`src/rtl/sync_down_counter8_pkg.sv`:
```
// Shared width and reset constants for the 8-bit down counter.
// Integrators take the count width from here.
package sync_down_counter8_pkg;

  localparam int unsigned COUNT_W = 8;
  localparam logic [COUNT_W-1:0] COUNT_RESET = 8'h00;

endpackage

```
`src/rtl/sync_down_counter8.sv`:
```
// Free-running down counter with clock enable; wraps 0x00 -> 0xFF.
// terminal_count flags the all-zero count for wrap detection downstream.
module sync_down_counter8
  import sync_down_counter8_pkg::*;
#(
  parameter int unsigned WIDTH = COUNT_W,
  parameter logic [WIDTH-1:0] RESET_VALUE = COUNT_RESET
) (
  input  logic             clock,
  input  logic             reset,
  input  logic             enable,
  output logic [WIDTH-1:0] count_out,
  output logic             terminal_count
);

  localparam logic [WIDTH-1:0] ONE = {{(WIDTH-1){1'b0}}, 1'b1};

  logic [WIDTH-1:0] count_q;

  // Borrow out of the subtraction is dropped, giving the modulo-2^WIDTH wrap.
  always_ff @(posedge clock or negedge reset) begin
    if (!reset) begin
      count_q <= RESET_VALUE;
    end else if (enable) begin
      count_q <= count_q - ONE;
    end
  end

  assign count_out      = count_q;
  assign terminal_count = ~|count_q;

endmodule

```
`config.mk`:
```
export PLATFORM = sky130hd
export DESIGN_NAME = sync_down_counter8
export DESIGN_NICKNAME = d
export VERILOG_FILES = /design/src/rtl/sync_down_counter8_pkg.sv /design/src/rtl/sync_down_counter8.sv
export SDC_FILE = /design/constraint.sdc
export NUM_CORES = 1
export LEC_CHECK = 0
export CAP_MARGIN = 0
export CORE_AREA = 2 2 39 41
export CTS_CLUSTER_DIAMETER = 150
export CTS_CLUSTER_SIZE = 8
export DETAILED_ROUTE_END_ITERATION = 16
export DIE_AREA = 0 0 41 43
export GPL_TIMING_DRIVEN = 0
export PLACE_DENSITY = 0.54
export SLEW_MARGIN = 25
export SYNTH_ARGS = -nofsm -noshare
export SYNTH_HDL_FRONTEND = slang
export SYNTH_SLANG_ARGS = --single-unit
```
`constraint.sdc`:
```
create_clock -name clock -period 4.34 [get_ports clock]
set_input_delay 0.868 -clock clock [delete_from_list [all_inputs] [get_ports clock]]
set_output_delay 0.868 -clock clock [all_outputs]
set_load 0.02 [all_outputs]
```
==> reports/metrics.csv <==
metric,value,unit
outcome,"complete, no violations",
Finish-stage setup viols,0,
GP Congestion,0.711,
Yosys cell types,15,
Die ar.,1760,um^2
Core ar.,1380,um^2
main area contributors after synthesis,"dfrtp_1 (50%), xor2_1 (8.8%), ha_1 (6.3%), nor4b_4 (6.0%), xnor2_1 (4.4%)",
DR vias,264,
Setup crit start kind,register,
TritonCTS clock tree,built,
worst path bufs/invs,1,
Port Buffers,11,
average wire per standard cell,13.0,um
Pwr Total,0.435,mW
"Req. time, crit path",3.47,ns
post-CTS setup buffers,0,
Initial Utilization,28.8,%
Power Density,788,nW/um^2
syn_nets,35,
vias in the first global route,268,
number of synthesized flops with an enable pin,0,
Period minus WS final,2.98,ns
Reg power frac,39.3,%
"FFs w/ async S/R, synth",100,%
top-count cell post-synth,dfrtp_1,
clock power share,12.9,%
Area Overhead vs Synth,38.2,%
first-iteration detailed-routing DRC count,1,
setup repair after global routing missed its margin,no,
WS Path Type,reg2out,
max reg flops,8,
Max Fclk,336,MHz
Worst Skew,0.00570,ns
Hold Crit Class,reg2reg,
Internal,0.256,mW
dominant cell type by area after synthesis,dfrtp_1,
Num CTS Buffers,3,
area of the multi-input gates,191,um^2
"CP delay by family, top",simple AND/OR/NAND/NOR gates,
post_cts resized,0,
Die Wd,41,um
Sw Share,41.2,%
P_sw,0.179,mW
Final Hold Viols,0,
Detailed Routing Iterations Pass 1,2,
Worst Max-Slew Pin Slew,0.401,ns
max-cap violation count,0,
setup TNS,0,ns
I/O Pins,12,
GRT Total Usage,11.8,%
ratio of cells with drive above 1 in the final layout,18.2,%
Die H,43,um
CP endpoint kind,output pin,
maximum vdd drop,0.253,mV
Seq cells post-synth,8,
post-route ant nets,0,
grt total ovfl,0,
share of the synthesized area in the top cell type,50.2,%
Post-Route WL,777,um
number of synthesis warnings,0,
Mapped Area,399,um^2
clock sinks,8,
CP Cell Sequence,or4_4 -> nor4b_2 -> clkdlybuf4s50_1,
# rows,14,
Worst-Skew Late Latency,0.25,ns
Root Buffer Master,clkbuf_4,
Gate power share,47.8,%
Critical Path Max Stage Delay,0.63,ns
initial antenna violation count,0,
sequential element share of the synthesized area,50.2,%
commonest cells in the netlist,"dfrtp_1 (8), xor2_1 (4)",
# fillers,147,
H-tree depth,1,
Post-synth top flop,dfrtp_1,
routed vias/inst,4.40,
first-pass GRT wire length,1.24,mm
worst endpoint data arrival time,2.11,ns
Tcrit/Tclk final,68.6,%
slowest cell on the critical path,clkdlybuf4s50_1,
post-DP HPWL,566,um
pin count of the biggest net entering global routing,9,
Worst-path clk slew,0.05,ns
Slew Limit Fails,0,
Leak,0.245,nW
slew margin rel.,73.2,%
ANT cells,0,
FF+latch area,200,um^2
# hold bufs at CTS,0,
syn_area_per_cell,13.3,um^2
Residual DRC,0,
Final nets,51,
Clock Path Buffers,2,
Post-Syn Instances,30,
"Max FO, Critical Path",4,
==> per-layer routing <==
metal	track usage, %	routed length, um	up-vias
li1	-	-	127
met1	14.0	331	127
met2	14.7	382	8
met3	4.71	52	2
met4	12.0	11	0
met5	0	0	-
==> cell families (layout without fill, tap and decap cells) <==
kind of cell             after synthesis  count (layout)  share of synthesized area, %
AO/OA/AOI/OAI                          1               1                          1.25
XOR/XNOR                               7               7                          17.2
adder cells (fa/ha/maj)                2               2                          6.27
buffers and inverters                  2              16                          1.88
flip-flops                             8               8                          50.2
AND/OR/NAND/NOR                       10              10                          23.2
==> area by class of cell <==
class | instances | share of cell area [%]
sequential | 8 | 36.3
multi-input combinational | 20 | 34.7
clock buffer | 3 | 4.08
timing repair buffer | 11 | 20.0
tap | 16 | 3.63
inverter | 2 | 1.36
==> metrics by stage <==
stage	setup WS [ns]	util (%)	std cells	area [um^2]	hold slack, ns
after floorplan	1.93	-	30	399	0.572
after global placement	1.64	38.2	57	529	0.481
after detailed placement	1.63	38.2	57	529	0.497
after CTS	1.34	39.9	60	552	0.507
after global routing	1.26	39.9	60	552	0.526
final	1.36	39.9	60	552	0.512
==> power by group through the flow <==
stage / clock network (mW) / logic, mW / registers, mW
after global routing: 0.0635 / 0.225 / 0.177
final: 0.0562 / 0.208 / 0.171
after floorplan: 0 / 0.0711 / 0.210
after CTS: 0.0614 / 0.211 / 0.171
after global placement: 0 / 0.207 / 0.168
after detailed placement: 0 / 0.210 / 0.172
==> worst paths after layout <==
path,from,to,slack (ns),depth (start not counted)
worst max-delay path,count_out[4],terminal_count,1.36,3
worst min-delay path,count_out[6],count_out[6],0.51,1
worst max register to register,count_out[0],count_out[6],2.95,5
worst min register to register,count_out[6],count_out[6],0.51,1
max in group asynchronous,reset,count_out[2],3.17,1
min in group asynchronous,reset,count_out[7],0.89,1
==> cells in the final DEF, fill, tap and decap left out <==
master,Yosys,routed
dfrtp_1,8,8
or4_4,1,1
clkdlybuf4s50_1,0,11
nor3_1,1,1
nor4b_4,1,1
nand2b_4,1,1
xor2_1,4,4
a21oi_1,1,1
ha_1,2,2
nor4b_1,1,1
inv_1,2,2
clkbuf_4,0,3
xnor2_1,2,2
xnor2_2,1,1
nor4b_2,1,1
nand2_1,2,2
nor2_1,2,2
Power figures use the tool's default switching activity.
